$ cat config.mk
export PLATFORM = sky130hd
export DESIGN_NAME = reward_fetch
export DESIGN_NICKNAME = d
export VERILOG_FILES = /design/src/rtl/reward_fetch_pkg.sv /design/src/rtl/reward_fetch.sv
export SDC_FILE = /design/constraint.sdc
export NUM_CORES = 1
export LEC_CHECK = 0
export CAP_MARGIN = 30
export CORE_ASPECT_RATIO = 0.6
export CORE_MARGIN = 2
export CORE_UTILIZATION = 43
export DETAILED_ROUTE_END_ITERATION = 8
export GPL_TIMING_DRIVEN = 0
export PLACE_DENSITY = 0.86
export REMOVE_ABC_BUFFERS = 1
export SETUP_SLACK_MARGIN = 0.02
export SYNTH_ARGS = -nofsm -noshare
export SYNTH_HDL_FRONTEND = slang
export SYNTH_SLANG_ARGS = --single-unit
$ cat constraint.sdc
create_clock -name clock -period 2.6 [get_ports clock]
set_input_delay 0.26 -clock clock [delete_from_list [all_inputs] [get_ports clock]]
set_output_delay 0.26 -clock clock [all_outputs]
set_load 0.005 [all_outputs]
$ cat src/rtl/reward_fetch_pkg.sv
// Shared constants and state/field encodings for the reward-stage neighbour-table fetcher.
package reward_fetch_pkg;

    localparam int unsigned DEFAULT_WORD_WIDTH    = 16;
    localparam int unsigned DEFAULT_ADDR_WIDTH    = 11;
    localparam int unsigned DEFAULT_NUM_NEIGHBORS = 32;
    localparam int unsigned DEFAULT_RD_LATENCY    = 1;
    localparam int unsigned DEFAULT_STRIDE        = 2;

    localparam logic [10:0] DEFAULT_BASE_NBR_ID = 11'h048;
    localparam logic [10:0] DEFAULT_BASE_BATT   = 11'h148;
    localparam logic [10:0] DEFAULT_BASE_QVAL   = 11'h1C8;

    typedef enum logic [1:0] {
        ST_IDLE  = 2'd0,
        ST_ARMED = 2'd1,
        ST_FETCH = 2'd2,
        ST_DONE  = 2'd3
    } fetch_state_t;

    // Fields are fetched in this order; the encoding doubles as the field counter.
    typedef enum logic [1:0] {
        FIELD_BATT = 2'd0,
        FIELD_QVAL = 2'd1,
        FIELD_NBR  = 2'd2
    } field_t;

endpackage

$ cat src/rtl/reward_fetch.sv
// Fetches batteryStat[besthop], qValue[besthop] and neighborID[action] over a shared
// memory read port with configurable read latency and index range checking.
module reward_fetch
    import reward_fetch_pkg::*;
#(
    parameter int unsigned WORD_WIDTH    = DEFAULT_WORD_WIDTH,
    parameter int unsigned ADDR_WIDTH    = DEFAULT_ADDR_WIDTH,
    parameter int unsigned NUM_NEIGHBORS = DEFAULT_NUM_NEIGHBORS,
    parameter int unsigned RD_LATENCY    = DEFAULT_RD_LATENCY,
    parameter logic [ADDR_WIDTH-1:0] BASE_NBR_ID = ADDR_WIDTH'(DEFAULT_BASE_NBR_ID),
    parameter logic [ADDR_WIDTH-1:0] BASE_BATT   = ADDR_WIDTH'(DEFAULT_BASE_BATT),
    parameter logic [ADDR_WIDTH-1:0] BASE_QVAL   = ADDR_WIDTH'(DEFAULT_BASE_QVAL),
    parameter int unsigned STRIDE        = DEFAULT_STRIDE
) (
    input  logic                  clock,
    input  logic                  rst,
    input  logic                  en,
    input  logic                  start,
    input  logic [WORD_WIDTH-1:0] action,
    input  logic [WORD_WIDTH-1:0] besthop,
    input  logic [WORD_WIDTH-1:0] data_in,
    output logic [ADDR_WIDTH-1:0] address,
    output logic [WORD_WIDTH-1:0] out_batteryStat,
    output logic [WORD_WIDTH-1:0] out_Value,
    output logic [WORD_WIDTH-1:0] out_destinationID,
    output logic                  busy,
    output logic                  done,
    output logic                  err
);

    localparam int unsigned WAIT_W = $clog2(RD_LATENCY + 1);
    localparam logic [WAIT_W-1:0] WAIT_LOAD = WAIT_W'(RD_LATENCY - 1);

    fetch_state_t            state_q;
    fetch_state_t            state_d;
    field_t                  field_q;
    logic [WAIT_W-1:0]       wait_q;
    logic [WORD_WIDTH-1:0]   besthop_q;
    logic [WORD_WIDTH-1:0]   action_q;
    logic                    err_pending_q;
    logic                    accept;
    logic                    idx_bad;
    logic                    capture;

    // Table address of one field: base of its table plus the scaled neighbour index.
    function automatic logic [ADDR_WIDTH-1:0] field_addr(
        input field_t                f,
        input logic [WORD_WIDTH-1:0] bh,
        input logic [WORD_WIDTH-1:0] act
    );
        logic [ADDR_WIDTH-1:0] base;
        logic [WORD_WIDTH-1:0] idx;
        case (f)
            FIELD_BATT: begin base = BASE_BATT; idx = bh;  end
            FIELD_QVAL: begin base = BASE_QVAL; idx = bh;  end
            default:    begin base = BASE_NBR_ID; idx = act; end
        endcase
        return ADDR_WIDTH'(64'(base) + 64'(idx) * 64'(STRIDE));
    endfunction

    always_ff @(posedge clock or posedge rst) begin
        if (rst) begin
            state_q <= ST_IDLE;
        end else begin
            state_q <= state_d;
        end
    end

    always_comb begin
        state_d = state_q;
        accept  = 1'b0;
        capture = 1'b0;
        idx_bad = (32'(besthop) >= NUM_NEIGHBORS) || (32'(action) >= NUM_NEIGHBORS);
        case (state_q)
            ST_IDLE: begin
                if (en) begin
                    state_d = ST_ARMED;
                end
            end
            ST_ARMED: begin
                if (start) begin
                    accept  = 1'b1;
                    state_d = idx_bad ? ST_DONE : ST_FETCH;
                end
            end
            ST_FETCH: begin
                if (wait_q == '0) begin
                    capture = 1'b1;
                    if (field_q == FIELD_NBR) begin
                        state_d = ST_DONE;
                    end
                end
            end
            ST_DONE: begin
                state_d = en ? ST_ARMED : ST_IDLE;
            end
            default: begin
                state_d = ST_IDLE;
            end
        endcase
    end

    // A rejected request never touches the address or the fetched fields.
    always_ff @(posedge clock or posedge rst) begin
        if (rst) begin
            field_q           <= FIELD_BATT;
            wait_q            <= '0;
            besthop_q         <= '0;
            action_q          <= '0;
            err_pending_q     <= 1'b0;
            address           <= '0;
            out_batteryStat   <= '0;
            out_Value         <= '0;
            out_destinationID <= '0;
            busy              <= 1'b0;
            done              <= 1'b0;
            err               <= 1'b0;
        end else begin
            done <= 1'b0;
            err  <= 1'b0;

            if (accept) begin
                besthop_q     <= besthop;
                action_q      <= action;
                busy          <= 1'b1;
                err_pending_q <= idx_bad;
                if (!idx_bad) begin
                    field_q <= FIELD_BATT;
                    wait_q  <= WAIT_LOAD;
                    address <= field_addr(FIELD_BATT, besthop, action);
                end
            end

            if (capture) begin
                case (field_q)
                    FIELD_BATT: out_batteryStat   <= data_in;
                    FIELD_QVAL: out_Value         <= data_in;
                    default:    out_destinationID <= data_in;
                endcase
                if (field_q != FIELD_NBR) begin
                    field_q <= field_t'(field_q + 2'd1);
                    wait_q  <= WAIT_LOAD;
                    address <= field_addr(field_t'(field_q + 2'd1), besthop_q, action_q);
                end
            end else if (state_q == ST_FETCH) begin
                wait_q <= wait_q - WAIT_W'(1);
            end

            if (state_q == ST_DONE) begin
                done <= 1'b1;
                busy <= 1'b0;
                err  <= err_pending_q;
            end
        end
    end

endmodule
After elaboration in Yosys (flattened, before gate mapping)
Index checks and enable logic that the tools add are counted.

Bits in registers: 88. Bits in latches: 0. RAM bits: 0. Bits in read-only memories: 0. Bits of input ports: 52. Output and inout bits: 62. Logic and storage cells: 80. Memories: 0.

$add $sub $neg: 4. Multiply operators: 0. Divide/modulo/power cells: 0. $lt $le $gt $ge: 2. Eq/ne operators: 11. Shifts and indexed selects: 0. Muxes and demuxes: 38. Bitwise operators: 1. Reduce and logical (&&, ||, !) cells: 11.

Operators by type and width (number): two-way mux 11 bit (8); two-way mux 10 bit (5); >= comparator 16 x 6 -> 1 bit (second input constant) (2); adder 11 bit (2); one-hot mux 9 bit (2 select lines) (1); two-way mux 2 bit (8); two-way mux 1 bit (15); inequality test 2 bit (second input constant) (5); one-hot mux 2 bit (4 select lines) (1); equality test 2 x 1 -> 1 bit (second input constant) (3); equality test 2 bit (second input constant) (3); logical NOT 2 bit (3); AND reduction 2 bit (3); AND reduction 4 bit (1); OR reduction 2 bit (2); adder 2 x 1 -> 2 bit (second input constant) (1); nonzero test 2 bit (1); logical OR 1 bit (1); NOT 1 bit (1); subtractor 1 bit (second input constant) (1).

Longest topological paths before layout
Gate-level depths: netlist (run 1).

Depth in word-level cells: 9. Mapped depth: 11. Mapped depth without buffers: 9.

Worst setup path before layout (run 1)
OpenSTA, ideal clock, no wires.

Kind: register -> register. From: register (tool-made name). To: register address[9]. Setup time: 0.069 ns. Arrival: 2.626 ns. Data required time: 2.531 ns. Setup slack: -0.095 ns. Cell stages (with the launch flop): 12. Buffers on the path: 2. Clock period less this slack: 2.695 ns. Cells stage by stage: dfrtp_1 > inv_1 > ha_1 > buf_6 > buf_4 > mux2_2 > ha_1 > or2_2 > nor2_1 > a211oi_1 > or4_1 > nand3_1.

RTL lines: end signal: assignment (RTL line reward_fetch.sv:130) `address <= field_addr(FIELD_BATT, besthop, action);`; end signal: assignment (RTL line reward_fetch.sv:143) `address <= field_addr(field_t'(field_q + 2'd1), besthop_q, action_q);`; end: declaration (RTL line reward_fetch.sv:22) `output logic [ADDR_WIDTH-1:0] address,`.

Worst setup path in the final report (run 1)
From: register field_q[1]. To: register address[9].

Word-level cells in the longest chain between the ends: 9. Elaborated cells between the ends (all ways): 14. Classes of those cells: 2 x add/sub; 2 x eq/ne; 8 x mux; 2 x reduce/logical.

Ends and longest elaborated chain: start: declaration (RTL line reward_fetch.sv:36) `field_t field_q;`; start signal: assignment (RTL line reward_fetch.sv:141) `field_q <= field_t'(field_q + 2'd1);`; adder 2 x 1 -> 2 bit (RTL line reward_fetch.sv:143); equality test 2 x 1 -> 1 bit / logical NOT 2 bit (equally long branches) (RTL line reward_fetch.sv:53) `case (f)`; OR reduction 2 bit (no source line); two-way mux 10 bit (RTL line reward_fetch.sv:53); two-way mux 10 bit (RTL line reward_fetch.sv:140) `if (field_q != FIELD_NBR) begin`; two-way mux 10 bit (RTL line reward_fetch.sv:134) `if (capture) begin`; adder 11 bit (RTL line reward_fetch.sv:58) `return ADDR_WIDTH'(64'(base) + 64'(idx) * 64'(STRIDE));`; two-way mux 11 bit * (RTL line reward_fetch.sv:140); two-way mux 11 bit * (RTL line reward_fetch.sv:134).

Every way passes the cells marked *; elsewhere a longest branch is shown, timed or not. The select of a mux whose other input is x is not followed. A chain may end at the register's enable or synchronous reset.

==> flow_summary.yaml, run 1 <==
floorplan:
  core_area_um2: 8690
  fp.dieArea_um2: 9920
  io_pins: 114
  die_h_um: 78.0
  die_w_um: 127
  start_util_pct: 45.1
  fp-row-count: 26
routing:
  met1_length_um: 4370
  vias: 2703
  dr.pass1.iters: 4
  wl_met3_um: 513
  met2_length_um: 4040
  wl_per_cell_um: 17.1
  drt_iter0_drc: 138
  top_layer: "met4"
  drcViolationCount: 0
  routed_via_density: 5.11
  routed_wl_um: 9060
  ant_nets: 0
clock_tree:
  cts-root-buf: "clkbuf_16"
  cts_max_level: 3
  cts.sinks: 88
  numCtsBuffers: 9
  tritoncts: "built"
  clk_path_buf_depth: 2
  path_clk_slew_ps: 70
  clk_latency_ps: 340
  cts_hold_buf: 0
cells_and_area:
  n_antenna_cell: 0
  fillers: 656
  nets: 476
  seq_area_um2: 2200
  area_growth_syn_to_layout_pct: 42.3
  utilization_pct: 64.2
  drive_gt1_share_pct: 25.2
  multi_input_area_um2: 1650
  stdcell_count: 529
yosys:
  async_flop_share_pct: 100
  yosys_warnings: 0
  yosysUniqueCellTypes: 38
  synth_most_common_cell: "dfrtp_1"
  netlist_instances: 291
  yosysTopAreaCell: "dfrtp_1"
  synth_commonest_cells: "dfrtp_1 (88), mux2_2 (70), nand2_1 (15)"
  synth_area_leaders: "dfrtp_1 (56%), mux2_2 (20%), ha_1 (3.8%)"
  ys_ff_latch: 88
  synth_area_um2: 3920
  ys.flop_type: "dfrtp_1"
  syn_avg_cell_area_um2: 13.5
  synth-edff-count: 0
  synth_top_area_share_pct: 56.2
  ys_seq_area_share_pct: 56.2
sta:
  slew_headroom_pct: 41.9
  skew_ps: 7.24
  fin_crit_ps: 2460
  post-route-period-util_pct: 94.6
  setup_tns_ps: 0
  max_freq_mhz: 407
  worst_pin_slew_ps: 868
  hold_ws_ps: 257
  rsz0062_at_grt: "false"
  setup_viol: 0
  setup_slack_ps: 140
  finalHoldViolCount: 0
  report.final.slew_viol_count: 0
place:
  dp_hpwl_um: 6460
  numPlacedInstances: 507
  gp_congestion: 0.747
  place_ws_ps: -493
  placement.io_buffers: 113
pwr:
  vdd_drop_max_mv: 0.588
  p_leak_uw: 0.00235
  power_density_nw_per_um2: 1270
setup_path:
  start_kind: "register"
  critPathLaunch: "field_q[1]"
  critPathKind: "register to register"
  endpoint_kind: "register"
  critPathMaxFanout: 5
  worstPathArrival_ps: 2740
  crit_required_ps: 2880
  worstReg2RegStart: "field_q[1]"
flow_run:
  max-cap-violations: 0
global_route:
  grt_usage_pct: 19.0
  overflow: 0
  grt_max_degree: 62
  grt_pass1_vias: 2815
  grt_pass1_wl_um: 14400
  antenna_found_initial: 0
hold_path:
  hp-class: "input pin to asynchronous set/reset pin"
run_status:
  status: "completed"
## per-stage QoR
stage / area, um2 / power, uW
finish: 5580 / 7100
global route: 5580 / 7570
CTS: 5520 / 7030
detailed placement: 5160 / 5590
global placement: 5120 / 5410
floorplan: 3850 / 4070
## power by group
group | internal, uW | switching, uW
Sequential | 2050 | 395
Clock | 839 | 528
Combinational | 2010 | 1280
Total | 4900 | 2200
## path summary, 6_finish.rpt
check	slack, ps	cells after the start	endpoint
worst max register to register	140	9	address[9]
min in group clock	490	1	err
worst min-delay path	260	2	besthop_q[9]
max in group asynchronous	1740	3	action_q[1]
worst max-delay path	140	9	address[9]
worst min register to register	490	1	err
## layout make-up
type / instances / area share [%]
Tap cell: 112 / 2.51
Timing Repair Buffer: 120 / 22.2
Clock buffer: 10 / 4.10
Multi-Input combinational cell: 183 / 29.5
Sequential cell: 88 / 39.5
Inverter: 10 / 0.718
Clock inverter: 6 / 1.50
## cell usage in the layout, fill, tap and decap left out, types with 2 or more instances in the layout
cell / n
nor2_1: 10
o31ai_1: 2
ha_1: 10
a211oi_1: 5
mux2_2: 70
xnor2_1: 2
a21oi_1: 8
o21ai_0: 10
nand3_1: 3
inv_1: 7
ha_4: 2
clkbuf_16: 9
nand2b_1: 3
nor2b_1: 4
nor4_1: 4
nand2_1: 15
xor2_1: 5
a31oi_1: 2
clkdlybuf4s50_1: 113
dfrtp_1: 88
buf_16: 2
buf_4: 4
nor3_4: 2
clkinv_2: 3
bufinv_16: 2
mux2i_1: 10
inv_2: 2
## state kept, by name, summed over array words and instances, names as in the netlist, named ones only
register / cells
err: 1
state_q: 2
wait_q: 1
done: 1
besthop_q: 10
action_q: 10
out_batteryStat: 16
field_q: 1
address: 11
busy: 1
out_destinationID: 16
out_Value: 16
err_pending_q: 1
## what timing repair did
item | in CTS | in global routing
gates resized for setup | 2 | 4
pin swaps | 1 | 1
hold endpoints to repair | 0 | 0
setup endpoints to repair | 15 | 2
buffers inserted | 3 | 2
## cells by family (layout without fill, tap and decap cells)
group	after synthesis	after routing	share of synthesized area (%)
AND/OR/NAND/NOR	52	52	7.47
flip-flops	88	88	56.2
buffers and inverters	20	146	2.68
multiplexers	81	81	23.0
AO/OA/AOI/OAI	31	31	5.27
XOR/XNOR	7	7	1.56
adder cells (fa/ha/maj)	12	12	3.83
## layer usage
layer  vias up  track usage (%)
met3        12             5.79
li1       1278                -
met5         -                0
met2        77             28.5
met4         0             7.25
met1      1336             25.9
## worst max-delay path, cell delays in order (launching register included)
cell      delay [ps]
dfrtp_1          380
inv_2             70
ha_4             300
mux2_2           370
ha_4             260
or2_4            250
nor2_1            90
a211oi_1          70
or4_1            530
nand3_1          100
Power figures use the tool's default switching activity.
==> run 2, diff against run 1 <==
--- a/config.mk
+++ b/config.mk
@@ -7,7 +7,6 @@
 export LEC_CHECK = 0
 export CAP_MARGIN = 30
 export CORE_ASPECT_RATIO = 0.6
-export CORE_MARGIN = 2
 export CORE_UTILIZATION = 43
 export DETAILED_ROUTE_END_ITERATION = 8
 export GPL_TIMING_DRIVEN = 0
==> run 2 against run 1 <==
- the flow now finishes with violations (DRC)
- utilization is 0.13 points lower
- clock power is 8% lower
- final cell count up 0.19%
- power down 0.50%
- hold slack better by 68 ps
- combinational power rose by 2%
- maximum frequency increased by 0.46%
- critical path type unchanged
- critical endpoint unchanged
==> flow_summary.yaml, run 2 (same netlist as run 1, synthesis figures left out) <==
setup_path:
  endpoint_kind: "register"
  cp_common_cell: "ha_4"
  path_depth: 9
  reg2reg_slack_ps: 150
  r2r-end: "address[9]"
  crit_required_ps: 2860
  start_kind: "register"
  crit_buf_inv: 1
  slowest_delay_ps: 530
  critPathMaxFanout: 5
  r2r_cells: 9
  worstReg2RegStart: "field_q[1]"
  crit_path_cell_trace: "inv_1 > ha_4 > mux2_4 > ha_4 > or2_4 > nor2_1 > a211oi_1 > or4_1 > nand3_1"
  worstPathArrival_ps: 2710
  path_delay_family: "simple AND/OR/NAND/NOR gates"
  worst_path_max_delay_cell: "or4_1"
  critPathKind: "register to register"
sta:
  hold_ws_ps: 325
  fin_crit_ps: 2450
  setup_tns_ps: 0
  report.final.slew_viol_count: 0
  worst_pin_slew_ps: 877
  rsz0062_at_grt: "false"
  setup_viol: 0
  post-route-period-util_pct: 94.2
  max_freq_mhz: 408
  slew_headroom_pct: 41.4
  finalHoldViolCount: 0
  skew_ps: 6.58
run_status:
  violations: "DRC"
  status: "finished with violations"
clock_tree:
  cts.sinks: 88
  cts_hold_buf: 0
  path_clk_slew_ps: 60
  numCtsBuffers: 9
  cts-root-buf: "clkbuf_16"
  clk_path_buf_depth: 2
  cts_max_level: 3
  clk_latency_ps: 330
  tritoncts: "built"
routing:
  drcViolationCount: 7
  dr.pass1.iters: 7
  routed_wl_um: 9070
  wl_per_cell_um: 17.1
  vias: 2748
  drt_iter0_drc: 139
  ant_nets: 0
  routed_via_density: 5.18
place:
  dp_hpwl_um: 6430
  gp_congestion: 0.767
  placement.io_buffers: 113
flow_run:
  max-cap-violations: 0
floorplan:
  die_w_um: 125
  die_h_um: 76.0
  fp-row-count: 26
  core_area_um2: 8690
  io_pins: 114
  fp.dieArea_um2: 9520
  start_util_pct: 45.1
global_route:
  grt_pass1_vias: 2838
  grt_usage_pct: 20.6
  antenna_found_initial: 0
  grt_pass1_wl_um: 15000
  grt_max_degree: 50
  overflow: 0
cells_and_area:
  mostFrequentLayoutCells: "clkdlybuf4s50_1 (113), dfrtp_1 (88), mux2_2 (69)"
  area_growth_syn_to_layout_pct: 42.0
  largestRegisters: "out_Value: 16 flops, out_batteryStat: 16 flops, out_destinationID: 16 flops"
  nets: 477
  drive_gt1_share_pct: 24.6
  layout_commonest_cell: "clkdlybuf4s50_1"
  n_antenna_cell: 0
pwr:
  p_leak_uw: 0.00233
  vdd_drop_max_mv: 0.650
  power_density_nw_per_um2: 1270
hold_path:
  hp-class: "input pin to asynchronous set/reset pin"
run 2: cell count changes in the layout (fill, tap and decap cells not counted), moves of 2 or more:
| cell | before | now |
|---|---|---|
| clkinvlp_4 | 0 | 3 |
| clkinv_2 | 3 | 1 |
| inv_1 | 7 | 9 |
| inv_2 | 2 | 0 |
run 2: what timing repair did:
| item | CTS | global route |
|---|---|---|
| resized for setup | 5 | 0 |
| cloned | 0 | 0 |
| hold endpoints to repair | 0 | 0 |
| pin swaps | 2 | 1 |
| setup endpoints to repair | 15 | 1 |
| buffers inserted | 2 | 4 |
run 2: per-stage QoR:
step	total power (uW)	std cells	setup WS [ps]	cell area, um2	util (%)
2_1_floorplan	4070	281	-169	3850	-
3_3_place_gp	5420	506	-1230	5120	59.0
3_5_place_dp	5600	507	-510	5160	59.4
4_1_cts	7030	525	28.6	5510	63.4
5_1_grt	7510	530	86.3	5570	64.1
6_report	7060	530	152	5570	64.1
run 2: how the worst max path moves through the flow:
stage                from  slack, ps           to
2_1_floorplan    register       -170   address[9]
3_3_place_gp          rst      -1230  action_q[2]
3_5_place_dp     register       -510   address[9]
4_1_cts          register         30   address[9]
5_1_grt          register         90   address[9]
6_report       field_q[1]        150   address[9]
run 2: layout make-up:
type	count	area, um2
Multi-Input combinational cell	183	1650
Clock inverter	5	57.6
Fill cell	663	3120
Clock buffer	11	233
Timing Repair Buffer	121	1240
Tap cell	112	140
Inverter	10	40.0
Sequential cell	88	2200
run 2: where the power goes:
| group | switching (uW) | internal [uW] |
|---|---|---|
| registers | 394 | 2050 |
| clock network | 519 | 743 |
| logic | 1310 | 2050 |
run 2: layer usage:
metal	wire length [um]	GRT usage, %
met2	4210	31.6
met3	496	7.51
met4	38	4.76
met1	4320	27.9
met5	0	0
